## src/rtl/lock_cmd_issuer.sv

```systemverilog
// Debounces set/enter buttons, issues SET/CHECK to the lock (release->cmd_valid = DEBOUNCE_CYCLES+3 clocks), holds cmd until cmd_ready.
// Tracks verdicts and failure count; timed LOCKOUT only when LOCK_LOCKOUT_EN is defined.
module lock_cmd_issuer #(
  parameter logic [15:0] DEBOUNCE_CYCLES = 16'd1000,
  parameter logic [2:0]  MAX_FAILS       = 3'd3,
  parameter logic [15:0] LOCKOUT_CYCLES  = 16'd50000,
  parameter logic [7:0]  RESP_TIMEOUT    = 8'd255
) (
  input  logic       clk,
  input  logic       rst_n,
  input  logic       btn_set_raw,
  input  logic       btn_enter_raw,
  input  logic [6:0] code_sw,
  output logic       cmd_valid,
  output logic [1:0] cmd_op,
  output logic [6:0] cmd_code,
  input  logic       cmd_ready,
  input  logic       resp_valid,
  input  logic       resp_ok,
  output logic       busy,
  output logic       locked_out,
  output logic [2:0] fail_count,
  output logic [1:0] state_out
);

  typedef enum logic [1:0] {
    S_IDLE  = 2'd0,
    S_ISSUE = 2'd1,
    S_WAIT  = 2'd2,
    S_LOCK  = 2'd3
  } state_t;

  localparam logic [1:0] OP_SET   = 2'b01;
  localparam logic [1:0] OP_CHECK = 2'b10;

  if (DEBOUNCE_CYCLES == 16'd0 || MAX_FAILS == 3'd0 ||
      LOCKOUT_CYCLES == 16'd0 || RESP_TIMEOUT == 8'd0) begin : g_param_check
    $error("lock_cmd_issuer: parameters must be nonzero");
  end

  logic [1:0] set_sync;
  logic [1:0] ent_sync;
  logic [6:0] code_s1;
  logic [6:0] code_s2;

  always_ff @(posedge clk or negedge rst_n) begin
    if (!rst_n) begin
      set_sync <= '0;
      ent_sync <= '0;
      code_s1  <= '0;
      code_s2  <= '0;
    end else begin
      set_sync <= {set_sync[0], btn_set_raw};
      ent_sync <= {ent_sync[0], btn_enter_raw};
      code_s1  <= code_sw;
      code_s2  <= code_s1;
    end
  end

  logic [1:0] btn_lvl;
  logic [1:0] rel_evt;
  assign btn_lvl = {ent_sync[1], set_sync[1]};

  // Index 0 = set, 1 = enter; rel_evt pulses for one cycle when a debounced level falls.
  for (genvar i = 0; i < 2; i++) begin : g_deb
    logic        deb_q;
    logic        evt_q;
    logic [15:0] cnt_q;

    always_ff @(posedge clk or negedge rst_n) begin
      if (!rst_n) begin
        deb_q <= 1'b0;
        evt_q <= 1'b0;
        cnt_q <= '0;
      end else begin
        evt_q <= 1'b0;
        if (btn_lvl[i] == deb_q) begin
          cnt_q <= '0;
        end else if (cnt_q == DEBOUNCE_CYCLES - 16'd1) begin
          deb_q <= btn_lvl[i];
          evt_q <= deb_q;
          cnt_q <= '0;
        end else begin
          cnt_q <= cnt_q + 16'd1;
        end
      end
    end

    assign rel_evt[i] = evt_q;
  end

  state_t     state_q, state_d;
  logic [1:0] op_q, op_d;
  logic [6:0] code_q, code_d;
  logic [2:0] fail_q, fail_d;
  logic [2:0] fail_inc;
  logic [7:0] rsp_tmr_q, rsp_tmr_d;
  logic       rsp_expired;

  assign fail_inc    = (fail_q == 3'd7) ? 3'd7 : fail_q + 3'd1;
  assign rsp_expired = (rsp_tmr_q == RESP_TIMEOUT - 8'd1);

`ifdef LOCK_LOCKOUT_EN
  logic [15:0] lock_tmr_q, lock_tmr_d;

  always_ff @(posedge clk or negedge rst_n) begin
    if (!rst_n) lock_tmr_q <= '0;
    else        lock_tmr_q <= lock_tmr_d;
  end
`endif

  always_ff @(posedge clk or negedge rst_n) begin
    if (!rst_n) begin
      state_q   <= S_IDLE;
      op_q      <= '0;
      code_q    <= '0;
      fail_q    <= '0;
      rsp_tmr_q <= '0;
    end else begin
      state_q   <= state_d;
      op_q      <= op_d;
      code_q    <= code_d;
      fail_q    <= fail_d;
      rsp_tmr_q <= rsp_tmr_d;
    end
  end

  always_comb begin
    state_d   = state_q;
    op_d      = op_q;
    code_d    = code_q;
    fail_d    = fail_q;
    rsp_tmr_d = rsp_tmr_q;
`ifdef LOCK_LOCKOUT_EN
    lock_tmr_d = lock_tmr_q;
`endif
    case (state_q)
      S_IDLE: begin
        // Enter takes priority over a simultaneous set release.
        if (rel_evt[1]) begin
          op_d    = OP_CHECK;
          code_d  = code_s2;
          state_d = S_ISSUE;
        end else if (rel_evt[0]) begin
          op_d    = OP_SET;
          code_d  = code_s2;
          state_d = S_ISSUE;
        end
      end
      S_ISSUE: begin
        if (cmd_ready) begin
          state_d   = (op_q == OP_CHECK) ? S_WAIT : S_IDLE;
          rsp_tmr_d = '0;
          op_d      = '0;
          code_d    = '0;
        end
      end
      S_WAIT: begin
        if (resp_valid && resp_ok) begin
          fail_d  = '0;
          state_d = S_IDLE;
        end else if (resp_valid || rsp_expired) begin
          fail_d  = fail_inc;
          state_d = S_IDLE;
`ifdef LOCK_LOCKOUT_EN
          if (fail_inc == MAX_FAILS) begin
            state_d    = S_LOCK;
            lock_tmr_d = LOCKOUT_CYCLES;
          end
`endif
        end else if (rsp_tmr_q != RESP_TIMEOUT) begin
          rsp_tmr_d = rsp_tmr_q + 8'd1;
        end
      end
`ifdef LOCK_LOCKOUT_EN
      S_LOCK: begin
        if (lock_tmr_q <= 16'd1) begin
          lock_tmr_d = '0;
          fail_d     = '0;
          state_d    = S_IDLE;
        end else begin
          lock_tmr_d = lock_tmr_q - 16'd1;
        end
      end
`endif
      default: state_d = S_IDLE;
    endcase
  end

  // op/code registers are cleared on every transfer, so they read 0 outside ISSUE.
  assign cmd_valid  = (state_q == S_ISSUE);
  assign cmd_op     = op_q;
  assign cmd_code   = code_q;
  assign busy       = (state_q != S_IDLE);
  assign fail_count = fail_q;
  assign state_out  = state_q;
`ifdef LOCK_LOCKOUT_EN
  assign locked_out = (state_q == S_LOCK);
`else
  assign locked_out = 1'b0;
`endif

endmodule

```

## config.mk

```make
export PLATFORM = sky130hd
export DESIGN_NAME = lock_cmd_issuer
export DESIGN_NICKNAME = d
export VERILOG_FILES = /design/src/rtl/lock_cmd_issuer.sv
export SDC_FILE = /design/constraint.sdc
export NUM_CORES = 1
export LEC_CHECK = 0
export BUFFER_PORTS_ARGS = -buffer_cell sky130_fd_sc_hd__buf_4
export CAP_MARGIN = 40
export CORE_MARGIN = 2
export CORE_UTILIZATION = 50
export DETAILED_ROUTE_END_ITERATION = 6
export HOLD_SLACK_MARGIN = 0.03
export PLACE_DENSITY = 0.69
export SYNTH_ARGS = -nofsm -noshare
export SYNTH_HDL_FRONTEND = slang
export SYNTH_SLANG_ARGS = --single-unit
```

## constraint.sdc

```tcl
create_clock -name clk -period 2.4 [get_ports clk]
set_input_delay 0 -clock clk [delete_from_list [all_inputs] [get_ports clk]]
set_output_delay 0 -clock clk [all_outputs]
set_load 0.01 [all_outputs]
```

==> impl_metrics.py <==
metrics = {
    "status": {
        "status": "completed",
    },
    "pwr": {
        "vdd_ir_drop_max_uv": 443,
        "pwr_density_cell_nw_per_um2": 650,
        "finalPower_mw": 2.58,
        "power_leakage_nw": 1.76,
    },
    "floorplanning": {
        "die_w_um": 84.8,
        "fp.dieArea_um2": 7190,
        "die_y_um": 84.8,
        "start_util_pct": 51.7,
        "fp-row-count": 29,
        "io_pins": 31,
        "core_area_um2": 6310,
    },
    "job": {
        "cap_violations": 0,
    },
    "worst_setup_path": {
        "r2r_cells": 7,
        "cpMaxStageDelayCell": "dlygate4sd3_1",
        "path_class": "reg2reg",
        "path_cells": "inv_1 -> ha_1 -> nand3_1 -> o21bai_1 -> a31oi_1 -> a31oi_1 -> dlygate4sd3_1",
        "critical_path.most_common_cell": "a31oi_1",
        "end_kind": "flop",
        "start_kind": "flop",
        "reg2reg_to": "fail_count[2]",
        "r2r_slack_ns": 0.55,
        "cpPeakStageDelay_ns": 0.56,
        "critPathMaxFanout": 5,
        "cp.required_ns": 2.68,
        "endpoint": "fail_count[2]",
        "timing.rr.start": "rsp_tmr_q[0]",
        "critPathArrivalTime_ns": 2.13,
        "critPathLaunch": "rsp_tmr_q[0]",
    },
    "layout": {
        "drive_above_1_share_pct": 15.7,
        "nets": 365,
        "syn2layout_area_growth_pct": 21.5,
        "final_common_cell": "dfrtp_1",
        "final_cell_area_um2": 3970,
        "num_antenna_cells": 0,
        "final_cell_mix": "76 x dfrtp_1, 38 x nor2_1, 31 x buf_4",
    },
    "global_route": {
        "grt.overflow.total": 0,
        "met1_usage_pct": 25.2,
        "top_usage_layer": "met2",
        "grt_use_met2_pct": 27.3,
        "grtUsageMet3_pct": 3.64,
        "antenna_found_initial": 0,
        "grt_max_degree": 63,
        "grt_pass1_wl_um": 10300,
        "grt_pass1_vias": 2207,
        "grt_usage_pct": 17.8,
    },
    "clock_tree": {
        "htree_levels": 3,
        "ctsResizeCount": 0,
        "postCtsSetupBuffers": 0,
        "insertion_delay_ns": 0.33,
        "cts_tree": "done",
        "clock_path_buffers": 2,
        "cts_sinks": 76,
        "cts-root-buf": "clkbuf_8",
        "cts_made_buffers": 9,
        "clk_pin_slew_worst_paths_ns": 0.08,
    },
    "synthesis": {
        "async_flop_share_pct": 100,
        "yosys_warnings": 0,
        "synth_fp_nets": 314,
        "synth_area_um2": 3260,
        "synthSimpleGateAreaFrac_pct": 20.4,
        "ys_seq_area_share_pct": 58.3,
        "synthAdderAreaFrac_pct": 1.92,
        "synthXorXnorAreaFrac_pct": 8.05,
        "ys_ff_latch": 76,
        "yosys_most_used_dff": "dfrtp_1",
        "synth_top_family_by_area": "simple AND/OR/NAND/NOR gates",
        "syn_avg_cell_area_um2": 11.1,
        "synth_enable_flop_cells": 0,
        "synth_cell_types": 46,
        "synthMuxAreaShare_pct": 1.38,
        "synth-compound-area-share_pct": 7.86,
        "netlist_instances": 295,
    },
    "drt": {
        "antenna_left": 0,
        "wl_um": 5790,
        "vias_per_cell": 5.40,
        "drt-initial-drc-count": 144,
        "vias": 2313,
        "drt_pass1_iterations": 4,
        "remaining_drc_errors": 0,
        "wl_per_cell_um": 13.5,
    },
    "sta": {
        "setup_viol": 0,
        "rsz0062_at_grt": "no",
        "relSlewSlack_pct": 59.4,
        "clock_skew_ns": 0.00855,
        "fin_ws_ns": 0.553,
        "fmax_mhz": 541,
        "hold_viol_final": 0,
        "fin_crit_sh_pct": 77.0,
        "fin_crit_ns": 1.85,
        "worst_pin_slew_ns": 0.606,
        "drv_slew": 0,
        "setup_tns_ns": 0,
    },
    "placed_design": {
        "gp_congestion": 0.865,
        "placed_area_um2": 3590,
        "port_buffers": 29,
        "pre_cts_ws_ns": 0.644,
        "dpl.hpwl_um": 4000,
    },
    "hold_path": {
        "hp-class": "in2async",
    },
}
-- what timing repair did --
item                                    4_1_cts  5_1_grt
endpoints found under the hold margin        87        0
endpoints found under the setup margin        0        0
hold buffers                                 13        0
-- metrics by stage --
| step | cells | hold WS [ns] | utilization (%) |
|---|---|---|---|
| detailed placement | 399 | -0.125 | 56.8 |
| floorplan | 295 | -0.296 | - |
| global placement | 398 | 0.109 | 56.4 |
| global route | 428 | 0.0773 | 62.8 |
| CTS | 428 | 0.0476 | 62.8 |
| finish | 428 | 0.0554 | 62.8 |
-- metal layers --
metal	share of wire (%)	vias to the layer above
met5	0	-
met4	1.3	0
met3	3.9	7
met2	45	52
met1	50	1094
li1	-	1160
-- flip-flops by register name (all words and copies together), names as in the netlist, 3 cells and up --
signal and cells:
code_s2 7, cmd_code 7, fail_count 3, code_s1 7
rsp_tmr_q 8, g_deb.cnt_q 32
-- synthesized netlist by cell type, types with 3 or more instances --
cell	instances	share of area, %
xor2_1	11	3.0
and4_1	3	0.81
o21ai_0	6	0.92
inv_1	9	1.0
a21oi_1	9	1.4
nand2_1	15	1.7
nand3_1	18	2.8
xnor2_1	19	5.1
a22o_1	7	1.9
a31oi_1	5	0.96
ha_1	5	1.9
nor4_1	7	1.3
nor2_1	38	4.4
dfrtp_1	76	58
nor3_1	9	1.4
mux2_2	4	1.4
nor3b_1	4	0.92
nand4_1	11	2.1
and3_1	4	0.77
-- worst min path at each step --
stage | from | endpoint | depth (start not counted)
finish | rst_n | cmd_code[2] | 2
global route | rst_n | fail_count[2] | 2
CTS | rst_n | rsp_tmr_q[6] | 2
detailed placement | rst_n | cmd_code[2] | 1
global placement | code_sw[2] | code_s1[2] | 1
floorplan | rst_n | cmd_code[0] | 0
-- cells by family (layout without fill, tap and decap cells) --
logic type               after synthesis  in the layout
AND/OR/NAND/NOR                      127            127
XOR/XNOR                              30             30
AO/OA/AOI/OAI                         38             38
adder cells (fa/ha/maj)                5              5
buffers and inverters                 14             70
other                                  1              1
flip-flops                            76             76
multiplexers                           4              4
-- critical path: cells and delay by family, from the launching register on --
kind                       cells  cell delay (ns)
AOI/OAI and AO/OA              3             0.51
adders and majority gates      1             0.16
buffers and inverters          2             0.63
DFF                            1             0.42
and+or+nand+nor                1             0.08
-- final cells by class --
| cell class | count | area [µm²] |
|---|---|---|
| fill | 477 | 2350 |
| sequential | 76 | 1900 |
| multi-input combinational | 205 | 1300 |
| timing repair buffer | 45 | 390 |
| clock buffer | 9 | 124 |
| clock inverter | 7 | 124 |
| tap | 77 | 96.3 |
| inverter | 9 | 33.8 |
-- power breakdown --
| part | switching, mW | leakage, nW | internal (mW) |
|---|---|---|---|
| registers | 0.0142 | 1.00 | 1.30 |
| logic | 0.0486 | 0.640 | 0.0421 |
| clock network | 0.472 | 0.120 | 0.698 |
| total | 0.535 | 1.76 | 2.04 |
Power figures use the tool's default switching activity.
